### src/rtl/spgd_dac_pkg.sv
// Shared types and Q-format constants for the SPGD DAC output chain.
// Input is signed 16Q48 volts, scale is unsigned Q16.16 codes-per-volt.
package spgd_dac_pkg;

    typedef enum logic [1:0] {
        IDLE   = 2'd0,
        CALC   = 2'd1,
        STEP   = 2'd2,
        SETTLE = 2'd3
    } dac_state_t;

    localparam int FRAC_BITS  = 48;
    localparam int SCALE_FRAC = 16;
    // Half an LSB of the integer code once both fractions are combined.
    localparam int ROUND_BIT  = FRAC_BITS + SCALE_FRAC - 1;

    localparam int DAC_BITS = 12;
    localparam int DAC_MAX  = (1 << DAC_BITS) - 1;

    function automatic int dac_max_for(input int width);
        return (1 << width) - 1;
    endfunction

endpackage

### src/rtl/dac_out_if.sv
// Request/response bundle between the SPGD core and the DAC output block.
// master = core side driving requests, slave = dac_out.
interface dac_out_if #(
    parameter int FLOAT_WIDTH = 64,
    parameter int DAC_WIDTH   = 12
);
    logic [FLOAT_WIDTH-1:0] in_data;
    logic                   in_valid;
    logic                   in_ready;
    logic [DAC_WIDTH-1:0]   dac_data;
    logic                   dac_wr;
    logic                   busy;
    logic                   done;

    modport master (
        output in_data, in_valid,
        input  in_ready, dac_data, dac_wr, busy, done
    );

    modport slave (
        input  in_data, in_valid,
        output in_ready, dac_data, dac_wr, busy, done
    );
endinterface

### src/rtl/dac_scale_sat.sv
// Purpose: signed 16Q48 volts * Q16.16 scale, round half up, clamp to DAC range.
// Latency: 2 cycles from start to tgt_vld (multiply stage, round/clamp stage).
// Backpressure: none; caller issues start only when it can consume the result.
module dac_scale_sat
    import spgd_dac_pkg::*;
#(
    parameter int          FLOAT_WIDTH = 64,
    parameter int          DAC_WIDTH   = 12,
    parameter logic [31:0] SCALE       = 32'h0333_0000
) (
    input  logic                   dac_clk,
    input  logic                   rst_n,
    input  logic                   start,
    input  logic [FLOAT_WIDTH-1:0] in_data,
    output logic [DAC_WIDTH-1:0]   tgt_code,
    output logic                   tgt_vld
);
    localparam int PW    = FLOAT_WIDTH + 32;
    localparam int SHIFT = FRAC_BITS + SCALE_FRAC;
    localparam int IW    = PW - SHIFT;
    localparam logic [PW-1:0] ROUND_ADD = PW'(1) << ROUND_BIT;
    localparam logic [IW-1:0] CODE_MAX  = IW'(dac_max_for(DAC_WIDTH));

    logic signed [PW-1:0]  prod_q;
    logic                  prod_vld_q;
    logic signed [IW-1:0]  code_int;
    logic [DAC_WIDTH-1:0]  code_sat;

    always_ff @(posedge dac_clk or negedge rst_n) begin
        if (!rst_n) begin
            prod_q     <= '0;
            prod_vld_q <= 1'b0;
        end else begin
            prod_vld_q <= start;
            if (start) begin
                prod_q <= $signed({{32{in_data[FLOAT_WIDTH-1]}}, in_data})
                        * $signed({{FLOAT_WIDTH{1'b0}}, SCALE});
            end
        end
    end

    // The product never reaches the top bit, so adding the half-LSB cannot overflow.
    assign code_int = IW'($signed(prod_q + ROUND_ADD) >>> SHIFT);

    always_comb begin
        code_sat = code_int[DAC_WIDTH-1:0];
        if (code_int[IW-1]) begin
            code_sat = '0;
        end else if (code_int > $signed(CODE_MAX)) begin
            code_sat = '1;
        end
    end

    always_ff @(posedge dac_clk or negedge rst_n) begin
        if (!rst_n) begin
            tgt_code <= '0;
            tgt_vld  <= 1'b0;
        end else begin
            tgt_vld <= prod_vld_q;
            if (prod_vld_q) begin
                tgt_code <= code_sat;
            end
        end
    end

endmodule

### src/rtl/dac_out.sv
// Purpose: convert a 16Q48 volt request to a DAC code, write it (slew-limited under DAC_SLEW_LIMIT_EN), settle, pulse done.
// Latency: first dac_wr in the cycle after edge T+3; done SETTLE_CYCLES+1 cycles after the last write.
// Backpressure: in_ready only while idle; requests presented while busy are ignored, never queued.
module dac_out
    import spgd_dac_pkg::*;
#(
    parameter int                   FLOAT_WIDTH   = 64,
    parameter int                   DAC_WIDTH     = 12,
    parameter logic [31:0]          SCALE         = 32'h0333_0000,
    parameter logic [DAC_WIDTH-1:0] RESET_CODE    = 12'd2048,
    parameter int                   MAX_STEP      = 256,
    parameter int                   SETTLE_CYCLES = 1023
) (
    input  logic      dac_clk,
    input  logic      rst_n,
    dac_out_if.slave  bus
);
    localparam int CW = (SETTLE_CYCLES > 0) ? $clog2(SETTLE_CYCLES + 1) : 1;
    localparam logic [CW-1:0] SETTLE_LAST = CW'(SETTLE_CYCLES);

    dac_state_t           state_q, state_d;
    logic [CW-1:0]        cnt_q, cnt_d;
    logic [DAC_WIDTH-1:0] dac_q, dac_d;
    logic                 wr_q, wr_d;
    logic                 done_q, done_d;

    logic                 start;
    logic [DAC_WIDTH-1:0] tgt_code;
    logic                 tgt_vld;
    logic [DAC_WIDTH-1:0] next_code;

    assign bus.in_ready = (state_q == IDLE);
    assign bus.busy     = (state_q != IDLE);
    assign bus.dac_data = dac_q;
    assign bus.dac_wr   = wr_q;
    assign bus.done     = done_q;
    assign start        = bus.in_valid && (state_q == IDLE);

    dac_scale_sat #(
        .FLOAT_WIDTH (FLOAT_WIDTH),
        .DAC_WIDTH   (DAC_WIDTH),
        .SCALE       (SCALE)
    ) u_scale (
        .dac_clk  (dac_clk),
        .rst_n    (rst_n),
        .start    (start),
        .in_data  (bus.in_data),
        .tgt_code (tgt_code),
        .tgt_vld  (tgt_vld)
    );

`ifdef DAC_SLEW_LIMIT_EN
    localparam logic [DAC_WIDTH:0] STEP_LIM = (DAC_WIDTH + 1)'(MAX_STEP);

    logic [DAC_WIDTH:0] up_gap;
    logic [DAC_WIDTH:0] dn_gap;

    always_comb begin
        up_gap    = {1'b0, tgt_code} - {1'b0, dac_q};
        dn_gap    = {1'b0, dac_q} - {1'b0, tgt_code};
        next_code = tgt_code;
        if (tgt_code > dac_q) begin
            if (up_gap > STEP_LIM) next_code = dac_q + STEP_LIM[DAC_WIDTH-1:0];
        end else if (dn_gap > STEP_LIM) begin
            next_code = dac_q - STEP_LIM[DAC_WIDTH-1:0];
        end
    end
`else
    assign next_code = tgt_code;
`endif

    always_ff @(posedge dac_clk or negedge rst_n) begin
        if (!rst_n) begin
            state_q <= IDLE;
            cnt_q   <= '0;
            dac_q   <= RESET_CODE;
            wr_q    <= 1'b0;
            done_q  <= 1'b0;
        end else begin
            state_q <= state_d;
            cnt_q   <= cnt_d;
            dac_q   <= dac_d;
            wr_q    <= wr_d;
            done_q  <= done_d;
        end
    end

    always_comb begin
        state_d = state_q;
        cnt_d   = cnt_q;
        dac_d   = dac_q;
        wr_d    = 1'b0;
        done_d  = 1'b0;
        unique case (state_q)
            IDLE: begin
                if (start) state_d = CALC;
            end
            CALC: begin
                if (tgt_vld) state_d = STEP;
            end
            STEP: begin
                cnt_d = '0;
                if (dac_q == tgt_code) begin
                    state_d = SETTLE;
                end else begin
                    dac_d = next_code;
                    wr_d  = 1'b1;
                    // Settling starts on the edge of the final write, not one later.
                    if (next_code == tgt_code) state_d = SETTLE;
                end
            end
            SETTLE: begin
                if (cnt_q == SETTLE_LAST) begin
                    done_d  = 1'b1;
                    cnt_d   = '0;
                    state_d = IDLE;
                end else begin
                    cnt_d = cnt_q + CW'(1);
                end
            end
            default: state_d = IDLE;
        endcase
    end

endmodule

### src/flat_wrapper.sv
// flat-port wrapper written by rule: the top's interface ports become plain ports
module dac_out_flat import spgd_dac_pkg::*;
#(
    parameter int                   FLOAT_WIDTH   = 64,
    parameter int                   DAC_WIDTH     = 12,
    parameter logic [31:0]          SCALE         = 32'h0333_0000,
    parameter logic [DAC_WIDTH-1:0] RESET_CODE    = 12'd2048,
    parameter int                   MAX_STEP      = 256,
    parameter int                   SETTLE_CYCLES = 1023
)
  (dac_clk, rst_n, bus_in_data, bus_in_valid, bus_in_ready, bus_dac_data, bus_dac_wr, bus_busy, bus_done);
  dac_out_if #(.FLOAT_WIDTH(FLOAT_WIDTH), .DAC_WIDTH(DAC_WIDTH)) bus_i ();
  input  logic dac_clk;
  input  logic rst_n;
  input wire logic [$bits(bus_i.in_data)-1:0] bus_in_data;
  input wire logic [$bits(bus_i.in_valid)-1:0] bus_in_valid;
  output wire logic [$bits(bus_i.in_ready)-1:0] bus_in_ready;
  output wire logic [$bits(bus_i.dac_data)-1:0] bus_dac_data;
  output wire logic [$bits(bus_i.dac_wr)-1:0] bus_dac_wr;
  output wire logic [$bits(bus_i.busy)-1:0] bus_busy;
  output wire logic [$bits(bus_i.done)-1:0] bus_done;
  assign bus_i.in_data = bus_in_data;
  assign bus_i.in_valid = bus_in_valid;
  assign bus_in_ready = bus_i.in_ready;
  assign bus_dac_data = bus_i.dac_data;
  assign bus_dac_wr = bus_i.dac_wr;
  assign bus_busy = bus_i.busy;
  assign bus_done = bus_i.done;
  dac_out #(.FLOAT_WIDTH(FLOAT_WIDTH), .DAC_WIDTH(DAC_WIDTH), .SCALE(SCALE), .RESET_CODE(RESET_CODE), .MAX_STEP(MAX_STEP), .SETTLE_CYCLES(SETTLE_CYCLES)) u_core (.dac_clk(dac_clk), .rst_n(rst_n), .bus(bus_i));
endmodule
### config.mk
export PLATFORM = sky130hd
export DESIGN_NAME = dac_out_flat
export DESIGN_NICKNAME = d
export VERILOG_FILES = /design/src/rtl/spgd_dac_pkg.sv /design/src/rtl/dac_out_if.sv /design/src/rtl/dac_scale_sat.sv /design/src/rtl/dac_out.sv /design/src/flat_wrapper.sv
export SDC_FILE = /design/constraint.sdc
export NUM_CORES = 1
export LEC_CHECK = 0
export CORE_MARGIN = 5
export CORE_UTILIZATION = 45
export DETAILED_ROUTE_END_ITERATION = 10
export GPL_ROUTABILITY_DRIVEN = 0
export GPL_TIMING_DRIVEN = 0
export PLACE_DENSITY = 0.63
export SLEW_MARGIN = 20
export SYNTH_ARGS = -nofsm -noshare
export SYNTH_HDL_FRONTEND = slang
export SYNTH_HIERARCHICAL = 1
export SYNTH_SLANG_ARGS = --single-unit
### constraint.sdc
create_clock -name dac_clk -period 2.8 [get_ports dac_clk]
set_input_delay 0.56 -clock dac_clk [delete_from_list [all_inputs] [get_ports dac_clk]]
set_output_delay 0.56 -clock dac_clk [all_outputs]
set_load 0.05 [all_outputs]
---- Word level (Yosys, flattened, before mapping) ----
Cells that the tools add are included.
word-level totals
  word-level logic and storage cells ...... 40
  latch bits .............................. 0
  bits in writable memories ............... 0
  memories kept ........................... 0
  output and inout bits ................... 16
  input bits .............................. 67
  ROM bits ................................ 0
  bits in registers ....................... 120
cells by class
  muxes and demuxes ....................... 12
  order comparisons ....................... 1
  eq/ne operators ......................... 8
  multiply operators ...................... 1
  reduce and logical (&&, ||, !) cells .... 6
  bitwise gates (word level) .............. 1
  div/mod/pow operators ................... 0
  shift-type cells ........................ 0
  $add $sub $neg .......................... 2
operators with widths
  cell                    number
  $add 96x64->96 const B  1
  $mul 64x11->75 const B  1
  $gt 32x13->1 const B    1
  $mux 12                 2
  $pmux 10 s2             1
  $eq 12x12->1            1
  $add 10x1->10 const B   1
  $eq 10x10->1 const B    1
  $mux 10                 1
  $pmux 2 s4              1
  $mux 2                  3
  $eq 2x2->1 const B      2
  $mux 1                  4
  $ne 2x1->1 const B      2
  $reduce_bool 2->1       2
  $reduce_and 3->1        1
  $eq 2x1->1 const B      1
  $logic_not 2->1         1
  $ne 2x2->1 const B      1
  $reduce_and 2->1        1
  $logic_and 1x1->1       1
  $not 1->1               1

---- Longest topological paths before layout ----
  word-level depth ........................ 4
  mapped depth ............................ 21
  mapped depth without buffers ............ 21

---- Hierarchy ----
The synthesis kept the hierarchy.
modules (own cells, without submodules)
  module         times used  area an instance (µm²)  cells each
  dac_scale_sat  1           13028.7                 1414
  dac_out        1           1337.5                  115

---- Worst setup path before layout ----
OpenSTA, ideal clock, no wires.
  path kind ............................... input-to-reg
  start ................................... in bus_in_data[39]
  end ..................................... reg u_core.u_scale.prod_q[86]
  data required time ...................... 2.675 ns
  setup slack ............................. -2.411 ns
  path buffers ............................ 0
  data arrival time ....................... 5.086 ns
  stages .................................. 18
  setup time .............................. 0.125 ns
  cell sequence ........................... ha_1 > fa_1 > fa_1 > inv_1 > fa_1 > fa_1 > inv_1 > ha_1 > nand3_1 > nor3_2 > nor2_1 > o211ai_1 > nand2b_1 > and4b_1 > o31ai_2 > a211oi_2 > xnor2_1 > mux2_2
between the ends
  word-level cells in the longest chain between the ends .. 1
ends and longest elaborated chain
  element                 line                 RTL
  start: declaration      flat_wrapper.sv:15   input wire logic [$bits(bus_i.in_data)-1:0] bus_in_data;
  $mul 64x11->75          dac_scale_sat.sv:37  * $signed({{FLOAT_WIDTH{1'b0}}, SCALE});
  end signal: assignment  dac_scale_sat.sv:36  prod_q <= $signed({{32{in_data[FLOAT_WIDTH-1]}}, in_data})
  end: declaration        dac_scale_sat.sv:24  logic signed [PW-1:0] prod_q;
Every way passes these cells.
A chain may end at the register's enable or synchronous reset.

---- Worst setup path in the final report ----
  start ................................... in bus_in_data[13]
  end ..................................... reg u_core.u_scale.prod_q[78]
The elaborated chain is that of the path after synthesis.

==> flow_metrics.py <==
metrics = {
    "global_routing": {
        "grt_pass1_vias": 12000,
        "antenna_found_initial": 0,
        "overflow": 0,
        "use_met2_pct": 33.0,
        "grtUsageMet3_pct": 2.52,
        "met1_usage_pct": 27.9,
        "grt_max_degree": 46,
        "grt_pass1_wl_mm": 58.4,
        "grt_usage_pct": 19.5,
        "busiest_layer": "met2",
    },
    "pwr": {
        "total_power_mw": 21.4,
        "p_per_area_nw_per_um2": 1130,
        "power_leakage_nw": 8.84,
        "irDropWorstVdd_uv": 635,
    },
    "detailed_routing": {
        "wl_per_cell_um": 16.0,
        "drt-vias-per-instance": 5.14,
        "finalWirelength_mm": 34.0,
        "drt-pass1-iter-count": 5,
        "drc": 0,
        "postRouteAntennaNets": 0,
        "route.vias.total": 10900,
        "drt-initial-drc-count": 485,
    },
    "cts": {
        "cts_tree": "yes",
        "cts_max_level": 3,
        "cts_buffers": 9,
        "cts_max_path_buffers": 2,
        "clk_pin_slew_ns": 0.05,
        "cts.sinks": 68,
        "clk_latency_ns": 0.33,
        "root_buffer": "clkbuf_16",
    },
    "setup_path": {
        "critPathRequiredTime_ns": 3.01,
        "cpPeakStageDelay_ns": 0.52,
        "cp-start-kind": "primary input",
        "worst-path-max-fanout": 6,
        "crit_path_cell_trace": "buf_12 -> ha_4 -> fa_1 -> fa_1 -> inv_2 -> fa_1 -> fa_1 -> inv_2 -> ha_4 -> a21oi_4 -> o21ai_4 -> nor4b_4 -> nor4_4 -> a21oi_2 -> and4b_2 -> nor3_1 -> or2_1 -> xor2_1 -> mux2_2",
        "critPathSlowestCell": "fa_1",
        "path_common_cell": "fa_1",
        "critPathArrivalTime_ns": 5.25,
        "crit_path_end_kind": "flop",
        "crit_type": "primary input to flop",
    },
    "sta": {
        "tightest_slew_ns": 0.709,
        "finalWorstSetupSlack_ns": -2.24,
        "finalSetupViolCount": 28,
        "finalCriticalPeriod_ns": 5.04,
        "max_clock_freq_mhz": 198,
        "rsz0062_at_grt": "yes",
        "fin_crit_sh_pct": 180,
        "relSlewSlack_pct": 52.3,
        "skew_ns": 0.00648,
        "drv_slew": 0,
        "hold_viol": 0,
    },
    "die": {
        "die_w_um": 189,
        "core_um2": 31600,
        "io_pins": 83,
        "die_h_um": 189,
        "placementRows": 65,
        "die_area_um2": 35600,
        "start_util_pct": 45.5,
    },
    "synthesis": {
        "ys_async_sr_fraction_pct": 100,
        "ys_warn_count": 6,
        "synth_edf_count": 0,
        "synthFlopType": "dfrtp_1",
        "syn_area_per_cell_um2": 9.40,
        "yosysUniqueCellTypes": 78,
        "synth-seq-cells": 68,
        "synthesis.nets": 2009,
        "syn-instance-count": 1529,
        "syn_area_um2": 14400,
        "ys_seq_area_share_pct": 11.9,
    },
    "finish": {
        "layout_commonest_cell": "inv_1",
        "final_cell_count_no_fill": 2117,
        "num_antenna_cells": 0,
        "area_delta_synth_final_pct": 32.0,
        "final_cell_mix": "366 x inv_1, 221 x fa_1, 106 x ha_4, 98 x buf_4, 61 x dfrtp_1",
        "nets": 2190,
        "layout-drive-gt1-share_pct": 30.7,
    },
    "outcome": {
        "violations": "negative setup slack",
        "status": "finished, violations left",
    },
    "placement": {
        "numPortBuffers": 82,
        "dp.cells": 2014,
        "hpwl_mm": 28.5,
    },
    "hold_path": {
        "hp-class": "primary input to async pin",
    },
    "job": {
        "drv_cap": 0,
    },
}
## per-layer routing
| metal | part of all wire (%) | vias up |
|---|---|---|
| met5 | 0 | - |
| met4 | 0.90 | 0 |
| met3 | 3.2 | 26 |
| met2 | 49 | 176 |
| met1 | 47 | 5373 |
| li1 | - | 5297 |
## flip-flops by register name (all words and copies together) (netlist names)
name                       flops
u_core/bus.dac_data           12
u_core/bus.dac_wr              1
u_core/bus.done                1
u_core/cnt_q                  10
u_core/state_q                 2
u_core/u_scale/prod_q         28
u_core/u_scale/prod_vld_q      1
u_core/u_scale/tgt_code       12
u_core/u_scale/tgt_vld         1
## cell usage after synthesis (3+ instances only)
master     number  area share, %
a21oi_2        10           0.61
a21oi_1        82            2.9
xnor2_1        44            2.7
a31oi_1        13           0.57
nand4_1        27            1.2
nand2_1        60            1.6
mux2_2         30            2.4
nor3_1         15           0.52
dfrtp_1        67             12
a21o_1         44            2.3
xor2_1         23            1.4
inv_1         413             11
a211o_1         3           0.18
o211ai_1        4           0.21
fa_1          237             33
o2111ai_1       3           0.18
nand2b_1       10           0.44
or3_1           3           0.13
mux2i_1         6           0.42
a211oi_1       12           0.63
and3_1          4           0.17
clkbuf_1       11           0.29
o21a_1          6           0.31
nor4_1          8           0.35
o21ai_1         3           0.10
ha_1          176             15
o31ai_1         4           0.21
o21bai_1       13           0.68
o21ai_0        56            2.0
nor2_1         43            1.1
nand3_1        34            1.2
and2_1          3           0.13
nor2_4          3           0.24
## final timing paths
check	from	to	slack, ns	depth (start not counted)
worst max register to register	u_core/state_q[0]$_DFFE_PN0P_	u_core/u_scale/prod_q[83]$_DFFE_PN0P_	0.03	6
worst min register to register	u_core/cnt_q[8]$_DFFE_PN0P_	u_core/cnt_q[8]$_DFFE_PN0P_	0.49	1
min in group dac_clk	u_core/cnt_q[8]$_DFFE_PN0P_	u_core/cnt_q[8]$_DFFE_PN0P_	0.49	1
worst min-delay path	rst_n	u_core/cnt_q[2]$_DFFE_PN0P_	0.14	1
worst max-delay path	bus_in_data[13]	u_core/u_scale/prod_q[78]$_DFFE_PN0P_	-2.24	19
max in group asynchronous	rst_n	u_core/bus.dac_data[11]$_DFFE_PN1P_	2.08	2
## per-stage QoR
step	util (%)	worst slack, ns	instance area [um^2]	setup TNS, ns	hold slack, ns
global placement	53.8	-3.31	17000	-162.93	0.473
detailed placement	53.9	-3.30	17000	-86.91	0.480
finish	60.1	-2.24	19000	-57.12	0.138
floorplan	-	-2.16	15600	-54.88	0.264
CTS	57.3	-2.35	18100	-58.99	0.136
global route	60.1	-2.45	19000	-62.91	0.161
## kinds of logic (layout without fill, tap and decap cells)
family / count (synthesis) / in the layout / share of synthesized area (%)
XOR/XNOR: 67 / 67 / 4.08
AO/OA/AOI/OAI: 282 / 282 / 12.8
adder cells (fa/ha/maj): 413 / 413 / 48.4
multiplexers: 37 / 37 / 2.85
buffers and inverters: 428 / 614 / 11.3
flip-flops: 68 / 68 / 11.9
AND/OR/NAND/NOR: 234 / 234 / 8.80
## repair_timing
| action | 4_1_cts | 5_1_grt |
|---|---|---|
| resized for setup | 411 | 201 |
| gates cloned | 0 | 1 |
| hold buffers | 0 | 0 |
| pin swaps | 124 | 196 |
| buffers inserted | 43 | 48 |
| endpoints found under the setup margin | 38 | 40 |
## area by class of cell
type | instances | area, um^2
Buffer | 13 | 87.6
Clock buffer | 15 | 278
Timing Repair Buffer | 172 | 1600
Sequential cell | 68 | 1710
Fill cell | 2656 | 12600
Tap cell | 402 | 503
Inverter | 413 | 1550
Clock inverter | 1 | 30.0
Multi-Input combinational cell | 1033 | 13200
## critical path: cells and delay by family
kind	cells	cell delay, ns
compound gates	3	0.47
xor+xnor	1	0.14
fa+ha+maj	6	2.52
buf+inv	3	0.22
mux	1	0.26
simple gates	5	1.05
## power breakdown
part / switching (mW) / internal (mW)
Clock: 0.390 / 0.763
Combinational: 10.1 / 9.16
Sequential: 0 / 0.984
Total: 10.5 / 10.9
Power figures use the tool's default switching activity.
